<file path="src/rtl/alu4_pkg.sv">
// Shared opcode constants and flag bundle for the alu4 execution unit.
package alu4_pkg;

    localparam logic [2:0] OP_ADD = 3'b000;
    localparam logic [2:0] OP_SUB = 3'b001;
    localparam logic [2:0] OP_AND = 3'b010;
    localparam logic [2:0] OP_OR  = 3'b011;
    localparam logic [2:0] OP_XOR = 3'b100;
    localparam logic [2:0] OP_NOT = 3'b101;
    localparam logic [2:0] OP_SHL = 3'b110;
    localparam logic [2:0] OP_SHR = 3'b111;

    typedef struct packed {
        logic carry;
        logic zero;
        logic negative;
        logic overflow;
    } flags_t;

endpackage

</file>
<file path="src/rtl/alu4_comb.sv">
// Combinational datapath of alu4: result and status flags from A/B/sel.
module alu4_comb
    import alu4_pkg::*;
#(
    parameter int WIDTH = 4
) (
    input  logic [WIDTH-1:0] A,
    input  logic [WIDTH-1:0] B,
    input  logic [2:0]       sel,
    output logic [WIDTH-1:0] result,
    output flags_t           flags
);

    localparam int MSB = WIDTH - 1;

    logic [WIDTH:0] sum;
    logic [WIDTH:0] diff;

    assign sum  = {1'b0, A} + {1'b0, B};
    assign diff = {1'b0, A} - {1'b0, B};

    always_comb begin
        result         = sum[MSB:0];
        flags.carry    = sum[WIDTH];
        flags.overflow = (A[MSB] == B[MSB]) && (sum[MSB] != A[MSB]);
        case (sel)
            OP_SUB: begin
                // diff[WIDTH] is set exactly when A < B unsigned
                result         = diff[MSB:0];
                flags.carry    = diff[WIDTH];
                flags.overflow = (A[MSB] != B[MSB]) && (diff[MSB] != A[MSB]);
            end
            OP_AND: begin
                result         = A & B;
                flags.carry    = 1'b0;
                flags.overflow = 1'b0;
            end
            OP_OR: begin
                result         = A | B;
                flags.carry    = 1'b0;
                flags.overflow = 1'b0;
            end
            OP_XOR: begin
                result         = A ^ B;
                flags.carry    = 1'b0;
                flags.overflow = 1'b0;
            end
            OP_NOT: begin
                result         = ~A;
                flags.carry    = 1'b0;
                flags.overflow = 1'b0;
            end
            OP_SHL: begin
                result         = {A[MSB-1:0], 1'b0};
                flags.carry    = A[MSB];
                flags.overflow = 1'b0;
            end
            OP_SHR: begin
                result         = {1'b0, A[MSB:1]};
                flags.carry    = A[0];
                flags.overflow = 1'b0;
            end
            default: ;
        endcase
        flags.zero     = (result == '0);
        flags.negative = result[MSB];
    end

endmodule

</file>
<file path="src/rtl/alu4.sv">
// Registered ALU: captures operands on in_valid, presents result and
// flags one cycle later.
module alu4
    import alu4_pkg::*;
#(
    parameter int WIDTH = 4
) (
    input  logic             clk,
    input  logic             rst_n,
    input  logic             in_valid,
    input  logic [WIDTH-1:0] A,
    input  logic [WIDTH-1:0] B,
    input  logic [2:0]       sel,
    output logic [WIDTH-1:0] result,
    output logic             out_valid,
    output logic             carry,
    output logic             zero,
    output logic             negative,
    output logic             overflow
);

    logic [WIDTH-1:0] next_result;
    flags_t           next_flags;
    flags_t           flags_q;

    alu4_comb #(.WIDTH(WIDTH)) u_comb (
        .A      (A),
        .B      (B),
        .sel    (sel),
        .result (next_result),
        .flags  (next_flags)
    );

    // Flags are registered alongside the result so zero reads 0 in reset.
    always_ff @(posedge clk or negedge rst_n) begin
        if (!rst_n) begin
            result    <= '0;
            flags_q   <= '0;
            out_valid <= 1'b0;
        end else begin
            out_valid <= in_valid;
            if (in_valid) begin
                result  <= next_result;
                flags_q <= next_flags;
            end
        end
    end

    assign carry    = flags_q.carry;
    assign zero     = flags_q.zero;
    assign negative = flags_q.negative;
    assign overflow = flags_q.overflow;

endmodule

</file>
<file path="config.mk">
export PLATFORM = sky130hd
export DESIGN_NAME = alu4
export DESIGN_NICKNAME = d
export VERILOG_FILES = /design/src/rtl/alu4_pkg.sv /design/src/rtl/alu4_comb.sv /design/src/rtl/alu4.sv
export SDC_FILE = /design/constraint.sdc
export NUM_CORES = 1
export LEC_CHECK = 0
export CAP_MARGIN = 20
export CORE_MARGIN = 1
export CORE_UTILIZATION = 40
export CTS_BUF_LIST = sky130_fd_sc_hd__clkbuf_4
export CTS_CLUSTER_DIAMETER = 30
export DETAILED_ROUTE_END_ITERATION = 12
export PLACE_DENSITY = 0.66
export SLEW_MARGIN = 20
export SYNTH_ARGS = -nofsm -noshare
export SYNTH_HDL_FRONTEND = slang
export SYNTH_SLANG_ARGS = --single-unit
</file>
<file path="constraint.sdc">
create_clock -name clk -period 1.3 [get_ports clk]
set_clock_uncertainty 0.15 [all_clocks]
set_input_delay 0.195 -clock clk [delete_from_list [all_inputs] [get_ports clk]]
set_output_delay 0.195 -clock clk [all_outputs]
set_load 0.02 [all_outputs]
</file>
---- After elaboration in Yosys (flattened, before gate mapping) ----
Index checks and enable logic that the tools add are counted.
operators by class
  $add $sub $neg .......................... 2
  $mul .................................... 0
  div/mod/pow operators ................... 0
  $lt $le $gt $ge ......................... 0
  eq/ne operators ......................... 11
  shift-type cells ........................ 0
  multiplexer cells ....................... 3
  bitwise gates (word level) .............. 4
  reduce and logical (&&, ||, !) cells .... 5
operators by type and width
  kind                count
  $pmux 4 s7          1
  $eq 3x3->1 const B  4
  $eq 3x2->1 const B  2
  $reduce_or 6->1     1
  $add 4x4->5         1
  $sub 4x4->5         1
  $and 4x4->4         1
  $logic_not 4->1     1
  $not 4->4           1
  $or 4x4->4          1
  $pmux 1 s4          1
  $reduce_or 4->1     1
  $xor 4x4->4         1
  $eq 3x1->1 const B  1
  $ne 1x1->1          3
  $logic_and 1x1->1   2
  $pmux 1 s2          1
  $eq 1x1->1          1
storage, ports and cells
  bits in registers ....................... 9
  latch bits .............................. 0
  memory bits (writable) .................. 0
  ROM bits ................................ 0
  output and inout port bits .............. 9
  word-level logic and storage cells ...... 31
  memories kept ........................... 0

---- Depth between registers and ports, before layout ----
Gate-level depths: netlist of the first run.
  depth after elaboration ................. 4
  depth in mapped cells ................... 9

---- Cells and area by module ----
A second synthesis of the first run with hierarchy kept.
unflattened totals
  cell total of the unflattened synthesis .. 129
  area, all modules ....................... 1,216.2 sq um
modules (own cells, without submodules)
  module     instances  cells each  area an instance (sq um)  seq. area each (sq um)
  alu4_comb  1          111         859.6                     0.0
  alu4       1          18          356.6                     225.2

---- Worst setup path after synthesis of the first run ----
OpenSTA, ideal clock, no wires.
  path kind ............................... input -> register
  from .................................... in A[0]
  to ...................................... reg flags_q (netlist bit zero)
  library setup time ...................... 0.131 ns
  data arrival time ....................... 1.648 ns
  path slack .............................. -0.630 ns
  stages on the path ...................... 8
  path buffers ............................ 0
  cells stage by stage .................... inv_1 ha_1 inv_1 fa_1 o21ai_0 mux4_2 o211ai_1 o32ai_2
between the ends
  longest elaborated chain between the ends .. 3
  elaborated cells between the ends (all ways) .. 8
  those cells by class .................... add/sub (2); mux (1); bitwise (4); reduce/logical (1)
ends and longest elaborated chain
  what                                       RTL line         source
  from (decl)                                alu4.sv:11       input logic [WIDTH-1:0] A,
  $add 4x4->5, or another cell as far along  alu4_comb.sv:19  assign sum = {1'b0, A} + {1'b0, B};
  $pmux 4 s7 *                               alu4_comb.sv:26  case (sel)
  $logic_not 4->1 *                          alu4_comb.sv:65  flags.zero = (result == '0);
  to (signal assigned)                       alu4.sv:44       flags_q <= next_flags;
  to (decl)                                  alu4.sv:24       flags_t flags_q;
Mark *: on every way between the ends. The rest lies on a longest branch, timed or not.
A chain may end at the register's enable or synchronous reset.

---- Final worst setup path of the first run ----
Same ends and word-level chain as after synthesis.

==> flow_summary.json, run 1 <==
{
  "crit_path_end_kind": "flop",
  "worst_pin_slew_ns": 0.365,
  "viasPerCell": 5.31,
  "post_drt_wl_per_cell_um": 14.6,
  "clock.fmax_mhz": 546,
  "seqCellArea_um2": 200,
  "overflow": 0,
  "reg2reg_depth": 2,
  "syn_area_um2": 1010,
  "place_congestion": 0.819,
  "holdBufCountCts": 0,
  "status": "finished, violations left",
  "rows": 17,
  "crit_buf_inv": 3,
  "cts_buffers": 3,
  "drtIter0Drc": 22,
  "finalMaxSlewViolations": 0,
  "ys_seq_elements": 8,
  "yosysMostFrequentCell": "inv_1",
  "crit_path_start_kind": "input port",
  "slowest_stage": "fa_2",
  "antenna_found_initial": 0,
  "period_needed_ns": 1.83,
  "post-route-period-util_pct": 141,
  "track_usage_pct": 23.9,
  "layout.cells.non_filler": 204,
  "syn-mean-instance-area_um2": 8.73,
  "irDropWorstVdd_v": 0.000712,
  "multi_input_area_um2": 872,
  "clk_latency_ns": 0.25,
  "synth_edf_count": 0,
  "drt_wl_total_um": 2970,
  "final-hold-violation-count": 0,
  "cts_tree": "yes",
  "area_growth_pct": 74.4,
  "clk_pin_slew_ns": 0.06,
  "die_w_um": 52.3,
  "ys.flop_type": "dfrtp_1",
  "drcViolationCount": 0,
  "required_ns": 1.28,
  "final_cell_area_um2": 1770,
  "grt_first_pass_wirelength_um": 4820,
  "cts_sinks": 8,
  "n_antenna_cell": 0,
  "rsz0062_at_grt": "true",
  "slowest_delay_ns": 0.51,
  "die_area_um2": 2740,
  "synth_cell_types": 40,
  "setup_ws_ns": -0.533,
  "start_util_pct": 44.1,
  "synthCells": 116,
  "dpl.hpwl_um": 2110,
  "ios": 23,
  "core_area_um2": 2300,
  "violations": "setup timing",
  "clockBufferDepth": 2,
  "startpoint": "A[0]",
  "crit_type": "input port to flop",
  "cts_root_buf": "clkbuf_4",
  "grt_pass1_vias": 1124,
  "cellLeakagePower_nw": 0.805,
  "hold_slack_ns": 0.0700,
  "cp_max_fo": 3,
  "crit_chain": "buf_8 > inv_4 > ha_4 > inv_2 > fa_2 > o21ai_1 > mux4_2 > o211ai_1 > o32ai_2",
  "fill_cells": 167,
  "slew-limit-headroom_pct": 75.6,
  "p_per_area_nw_per_um2": 664,
  "synth_area_leaders": "dfrtp_1, ha_1, inv_1, mux2_2, clkbuf_8",
  "min_path_type": "input port to async pin",
  "dp_slack_ns": -1.30,
  "firstDrtPassIters": 4,
  "ant_nets": 0,
  "r2r_start": "result[3]",
  "drv_cap": 0,
  "cp.depth": 9,
  "fin_nets": 206,
  "grt_max_degree": 11,
  "power_w": 0.00117,
  "postPlaceCellArea_um2": 1540,
  "async_flop_share_pct": 100,
  "routed-via-count": 1083,
  "yosysTopAreaCell": "dfrtp_1",
  "io_buffers": 22,
  "cp.arrival_ns": 1.82,
  "ys_warn_count": 0,
  "cts_max_level": 1,
  "setup_violations": 7,
  "fp.dieH_um": 52.3,
  "drive_above_1_share_pct": 58.5,
  "synthTopCellsByCount": "inv_1, ha_1, dfrtp_1, nor2_1, o21ai_0",
  "syn_nets": 144,
  "synth_top_area_share_pct": 19.8,
  "seq_area_frac_synth_pct": 19.8,
  "placedCellCount": 195,
  "crit_family": "adder cells"
}
-- worst reg2reg max path, cell delays in order (launching register included) --
cell     delay (ns)
dfrtp_1        0.39
buf_4          0.13
mux2_4         0.26
-- kinds of logic after synthesis --
kind of cell,share of synthesized area (%)
AO/OA/AOI/OAI,22.6
multiplexers,7.66
XOR/XNOR,3.46
AND/OR/NAND/NOR,14.0
buffers and inverters,13.7
flip-flops,19.8
adder cells (fa/ha/maj),18.8
-- cell type report --
class                   instances  share of cell area, %
well taps                      28                   1.98
repair buffers                 65                   31.3
multi-input cells              85                   49.4
clock buffers                   3                   1.28
inverters                      15                   4.75
flip-flops and latches          8                   11.3
-- cell usage in the layout (no fill, tap or decap), types with 2 or more instances in the layout --
| cell | count |
|---|---|
| a21oi_1 | 3 |
| mux2_2 | 2 |
| buf_4 | 36 |
| nor3_1 | 2 |
| buf_6 | 7 |
| clkdlybuf4s50_1 | 2 |
| buf_8 | 4 |
| dfrtp_1 | 8 |
| dlygate4sd2_1 | 2 |
| ha_4 | 7 |
| nor2_1 | 8 |
| nand2_1 | 6 |
| ha_2 | 2 |
| xnor2_2 | 2 |
| inv_2 | 5 |
| o21ai_0 | 3 |
| clkbuf_2 | 8 |
| o211ai_1 | 2 |
| clkdlybuf4s15_1 | 4 |
| inv_1 | 6 |
| clkbuf_4 | 3 |
| nand3_1 | 2 |
| o21ai_1 | 4 |
| ha_1 | 3 |
| o31ai_1 | 2 |
| mux2_4 | 2 |
| nand2b_1 | 2 |
| a21oi_2 | 3 |
-- flip-flops by register name (all words and copies together), names as in the netlist --
name and cells:
result 4, carry 1, out_valid 1, overflow 1, zero 1
-- worst paths after layout --
check / to / slack [ns]
setup / recovery: zero / -0.53
min in group clk: overflow / 0.34
hold / removal: result[2] / 0.07
hold reg to reg: overflow / 0.34
setup reg to reg: result[3] / 0.25
max in group asynchronous: carry / 0.67
-- where the power goes --
group          leakage (nW)  internal (W)  switching, W
logic                 0.693      0.000361      0.000322
clock network        0.0138      0.000106     0.0000864
registers            0.0983      0.000280     0.0000170
-- layer usage --
layer	global-route usage [%]	vias up	share of wire [%]	routed length, um
li1	-	526	-	-
met1	28.6	519	44	1300
met2	42.8	34	51	1520
met3	5.80	4	3.6	108
met4	4.39	0	1.4	42
met5	0	-	0	0
-- stage by stage --
stage	util (%)	TNS [ns]
finish	76.9	-2.13
global route	76.9	-2.44
CTS	72.1	-2.40
detailed placement	67.2	-7.79
global placement	67.2	-7.48
floorplan	-	-2.19
-- repair_timing --
action / CTS / global route
gates cloned: 1 / 0
pin swaps: 15 / 17
endpoints found under the setup margin: 16 / 16
resized for setup: 64 / 54
setup buffers: 3 / 3
(Power assumes the default switching activity.)
==> inputs of run 2 (changes only) <==
--- a/config.mk
+++ b/config.mk
@@ -7,12 +7,14 @@
 export LEC_CHECK = 0
 export CAP_MARGIN = 20
 export CORE_MARGIN = 1
-export CORE_UTILIZATION = 40
+export CORE_UTILIZATION = 56
 export CTS_BUF_LIST = sky130_fd_sc_hd__clkbuf_4
 export CTS_CLUSTER_DIAMETER = 30
 export DETAILED_ROUTE_END_ITERATION = 12
-export PLACE_DENSITY = 0.66
+export GPL_TIMING_DRIVEN = 0
+export PLACE_DENSITY = 0.88
 export SLEW_MARGIN = 20
 export SYNTH_ARGS = -nofsm -noshare
 export SYNTH_HDL_FRONTEND = slang
 export SYNTH_SLANG_ARGS = --single-unit
+export TNS_END_PERCENT = 10
==> flow_summary.json, run 2 (synthesis results as in run 1) <==
{
  "p_per_area_nw_per_um2": 726,
  "drv_cap": 0,
  "clk_latency_ns": 0.25,
  "track_usage_pct": 29.1,
  "r2r_start": "result[3]",
  "cts_max_level": 1,
  "antenna_found_initial": 0,
  "regMostFlops": "result",
  "fp.dieH_um": 44.5,
  "fill_cells": 86,
  "viasPerCell": 5.93,
  "multi_input_area_um2": 763,
  "final_cell_mix": "buf_4, nor2_1, dfrtp_1",
  "grt_first_pass_wirelength_um": 4220,
  "cts_sinks": 8,
  "drcViolationCount": 0,
  "post_drt_wl_per_cell_um": 14.9,
  "final_common_cell": "buf_4",
  "final-hold-violation-count": 0,
  "setup_violations": 6,
  "status": "finished, violations left",
  "rows": 14,
  "overflow": 0,
  "post-route-util_pct": 86.7,
  "cellLeakagePower_nw": 0.606,
  "power_w": 0.00100,
  "worst_pin_slew_ns": 0.397,
  "core_area_um2": 1590,
  "ios": 23,
  "finalMaxSlewViolations": 0,
  "cts_root_buf": "clkbuf_4",
  "cts_buffers": 3,
  "clk_pin_slew_ns": 0.06,
  "irDropWorstVdd_v": 0.000704,
  "die_area_um2": 1980,
  "grt_max_degree": 11,
  "start_util_pct": 63.5,
  "required_ns": 1.29,
  "n_antenna_cell": 0,
  "drtIter0Drc": 49,
  "crit_path_end_kind": "flop",
  "slew-limit-headroom_pct": 73.5,
  "die_w_um": 44.5,
  "rsz0062_at_grt": "true",
  "fin_nets": 174,
  "ant_nets": 0,
  "crit_path_start_kind": "input port",
  "place_congestion": 0.929,
  "dpl.hpwl_um": 1790,
  "setup_ws_ns": -0.488,
  "cp.arrival_ns": 1.77,
  "largest_reg_flops": 4,
  "cts_tree": "yes",
  "drive_above_1_share_pct": 38.2,
  "firstDrtPassIters": 4,
  "clockBufferDepth": 2,
  "seqCellArea_um2": 200,
  "clock.fmax_mhz": 559,
  "period_needed_ns": 1.79,
  "crit_type": "input port to flop",
  "io_buffers": 20,
  "drt_wl_total_um": 2510,
  "routed-via-count": 996,
  "startpoint": "A[0]",
  "post-route-period-util_pct": 138,
  "violations": "setup timing",
  "min_path_type": "input port to async pin",
  "grt_pass1_vias": 968,
  "cp_max_fo": 3,
  "area_growth_pct": 36.5
}
## run 2: cell count changes in the layout (fill, tap and decap cells not counted), sizes merged
cell / change
buf: -32
clkdlybuf4s15: +4
clkbuf: -4
## run 2: per-stage QoR
| stage | hold WS (ns) | std cells | area, um2 | setup TNS, ns | setup slack (ns) |
|---|---|---|---|---|---|
| 3_3_place_gp | 0.324 | 160 | 1270 | -7.98 | -1.40 |
| 4_1_cts | 0.0869 | 168 | 1380 | -2.06 | -0.469 |
| 5_1_grt | 0.0987 | 168 | 1380 | -2.56 | -0.540 |
| 2_1_floorplan | -0.251 | 116 | 1040 | -2.42 | -0.566 |
| 6_report | 0.0804 | 168 | 1380 | -2.17 | -0.488 |
| 3_5_place_dp | 0.328 | 160 | 1270 | -8.17 | -1.44 |
## run 2: final cells by class
class | count | share of cell area [%]
multi-input cells | 85 | 55.3
well taps | 24 | 2.17
plain buffers | 8 | 5.98
inverters | 15 | 4.26
flip-flops and latches | 8 | 14.5
clock buffers | 3 | 1.63
repair buffers | 25 | 16.2
## run 2: what timing repair did
item | in CTS | in global routing
endpoints found under the hold margin | 0 | 0
pin swaps | 12 | 3
resized for setup | 71 | 6
endpoints found under the setup margin | 16 | 11
setup buffers | 5 | 0
hold buffers | 0 | 0
## run 2: routing by layer
layer | GRT usage [%] | vias to the layer above | wire length [um]
met3 | 5.31 | 4 | 144
met5 | 0 | - | 0
met2 | 49.7 | 45 | 1310
li1 | - | 464 | -
met4 | 7.27 | 0 | 29
met1 | 37.8 | 483 | 1030
## run 2: worst paths after layout
path / depth (start not counted) / to / slack (ns)
setup / recovery: 9 / zero / -0.49
hold / removal: 1 / overflow / 0.08
setup reg to reg: 1 / result[3] / 0.38
hold reg to reg: 2 / result[0] / 0.34
max in group asynchronous: 1 / result[1] / 0.64
min in group clk: 3 / result[1] / 0.26
## run 2: power breakdown
group	internal (W)	total, W	switching [W]
Clock	0.000106	0.000196	0.0000897
Sequential	0.000280	0.000299	0.0000186
Combinational	0.000246	0.000509	0.000263
Total	0.000633	0.00100	0.000371
## run 2: worst max-delay path, stage by stage
cell and delay [ns]:
buf_8 0.11, inv_4 0.06, ha_4 0.12, inv_1 0.04
fa_1 0.49, o21ai_1 0.06, mux4_2 0.48, o211ai_1 0.13
o32ai_2 0.10
==> inputs of run 3 (changes only) <==
--- a/config.mk
+++ b/config.mk
@@ -7,12 +7,12 @@
 export LEC_CHECK = 0
 export CAP_MARGIN = 20
 export CORE_MARGIN = 1
-export CORE_UTILIZATION = 56
+export CORE_UTILIZATION = 52
 export CTS_BUF_LIST = sky130_fd_sc_hd__clkbuf_4
 export CTS_CLUSTER_DIAMETER = 30
 export DETAILED_ROUTE_END_ITERATION = 12
 export GPL_TIMING_DRIVEN = 0
-export PLACE_DENSITY = 0.88
+export PLACE_DENSITY = 0.82
 export SLEW_MARGIN = 20
 export SYNTH_ARGS = -nofsm -noshare
 export SYNTH_HDL_FRONTEND = slang
==> constraint.sdc (replaced) <==
create_clock -name clk -period 1.8 [get_ports clk]
set_clock_uncertainty 0.15 [all_clocks]
set_input_delay 0.27 -clock clk [delete_from_list [all_inputs] [get_ports clk]]
set_output_delay 0.27 -clock clk [all_outputs]
set_load 0.02 [all_outputs]
==> flow_summary.json, run 3 (synthesis results as in run 1) <==
{
  "status": "finished, violations left",
  "violations": "setup timing",
  "wl_met3_um": 132,
  "firstDrtPassIters": 4,
  "fill_cells": 131,
  "reg2reg_depth": 1,
  "post-route-period-util_pct": 106,
  "viasPerCell": 5.72,
  "cts_tree": "yes",
  "grt_pass1_vias": 836,
  "r2r_start": "result[3]",
  "cts_root_buf": "clkbuf_4",
  "r2r_slack_ns": 0.89,
  "clk_pin_slew_ns": 0.05,
  "drtIter0Drc": 16,
  "clock.fmax_mhz": 525,
  "place_congestion": 0.866,
  "regToRegEndpoint": "result[3]",
  "cts_max_level": 1,
  "area_growth_pct": 36.5,
  "final-hold-violation-count": 0,
  "final_cell_mix": "buf_4, clkdlybuf4s50_1, nor2_1, ha_1, dfrtp_1",
  "min_path_type": "input port to async pin",
  "io_buffers": 20,
  "cts_buffers": 3,
  "drive_above_1_share_pct": 34.5,
  "cp_max_fo": 4,
  "worst_pin_slew_ns": 0.398,
  "crit_path_end_kind": "flop",
  "overflow": 0,
  "grt_first_pass_wirelength_um": 3730,
  "post_drt_wl_per_cell_um": 14.2,
  "drv_cap": 0,
  "largest_reg_flops": 4,
  "crit_chain": "buf_12 > inv_4 > ha_4 > inv_2 > fa_1 > o21ai_1 > mux4_2 > o211ai_1 > o32ai_2",
  "n_antenna_cell": 0,
  "rsz0062_at_grt": "true",
  "p_per_area_nw_per_um2": 529,
  "die_area_um2": 2130,
  "wl_met2_um": 1210,
  "crit_type": "input port to flop",
  "ant_nets": 0,
  "crit_path_start_kind": "input port",
  "clk_latency_ns": 0.26,
  "highest_layer": "met4",
  "die_w_um": 46.1,
  "slowest_stage": "fa_1",
  "slowest_delay_ns": 0.51,
  "setup_ws_ns": -0.107,
  "clockBufferDepth": 2,
  "grt_max_degree": 11,
  "slew-limit-headroom_pct": 73.4,
  "wl_met1_um": 1040,
  "finalMaxSlewViolations": 0,
  "start_util_pct": 56.8,
  "fp.dieH_um": 46.1,
  "regMostFlops": "result",
  "postPlaceCellArea_um2": 1270,
  "core_area_um2": 1780,
  "seqCellArea_um2": 200,
  "setup_violations": 2,
  "dpl.hpwl_um": 1740,
  "period_needed_ns": 1.91,
  "cts_sinks": 8,
  "antenna_found_initial": 0,
  "final_cell_area_um2": 1380,
  "drt_wl_total_um": 2410,
  "power_w": 0.000731,
  "multi_input_area_um2": 751,
  "routed-via-count": 972,
  "rows": 15,
  "setup_tns_ns": -0.143,
  "ios": 23,
  "drcViolationCount": 0,
  "irDropWorstVdd_v": 0.000436,
  "fin_nets": 175,
  "track_usage_pct": 24.7,
  "cellLeakagePower_nw": 0.608,
  "required_ns": 1.79,
  "cp.arrival_ns": 1.89
}
-- run 3: cell types whose count changed in the layout (fill, tap and decap cells not counted), moves of 2 or more --
cell / change
buf_2: -2
clkbuf_2: +2
clkdlybuf4s15_1: -5
clkdlybuf4s15_2: -3
clkdlybuf4s50_1: +9
-- run 3: area by class of cell --
| class | count | share of cell area, % |
|---|---|---|
| Tap cell | 25 | 2.26 |
| Sequential cell | 8 | 14.5 |
| Inverter | 15 | 4.26 |
| Buffer | 8 | 5.98 |
| Clock buffer | 3 | 1.63 |
| Multi-Input combinational cell | 85 | 54.3 |
| Timing Repair Buffer | 26 | 17.0 |
-- run 3: repair_timing --
action,CTS,global route
hold endpoints to repair,0,0
resized for setup,39,13
pin swaps,8,7
endpoints found under the setup margin,7,4
buffers inserted,2,4
hold buffers,0,0
-- run 3: how the worst max path moves through the flow --
stage | startpoint | to | slack, ns
2_1_floorplan | A[0] | zero | -0.14
3_3_place_gp | A[3] | result[3] | -0.95
3_5_place_dp | A[3] | result[3] | -0.98
4_1_cts | B[1] | zero | -0.08
5_1_grt | A[0] | zero | -0.15
6_report | A[0] | zero | -0.11
-- run 3: worst max-delay path, delay by kind of cell --
family / cells / cell delay, ns
AOI/OAI and AO/OA: 3 / 0.30
adders and majority gates: 2 / 0.64
buffers and inverters: 3 / 0.20
muxes: 1 / 0.49
-- run 3: power breakdown --
| group | internal (W) | switching, W | total, W |
|---|---|---|---|
| clock network | 0.0000764 | 0.0000635 | 0.000140 |
| registers | 0.000203 | 0.0000112 | 0.000214 |
| logic | 0.000190 | 0.000187 | 0.000377 |
| total | 0.000469 | 0.000262 | 0.000731 |
-- run 3: metrics by stage --
step	hold WS (ns)	utilization (%)	instances	setup slack (ns)
final	0.154	77.5	170	-0.107
after CTS	0.160	75.0	166	-0.0758
after detailed placement	0.329	71.3	161	-0.976
after global placement	0.323	71.3	161	-0.953
after floorplan	-0.176	-	116	-0.141
after global routing	0.187	77.5	170	-0.154
-- run 3: per-layer routing --
metal | up-vias | GRT usage (%)
li1 | 470 | -
met3 | 4 | 5.10
met2 | 39 | 40.3
met5 | - | 0
met4 | 0 | 8.24
met1 | 459 | 32.3
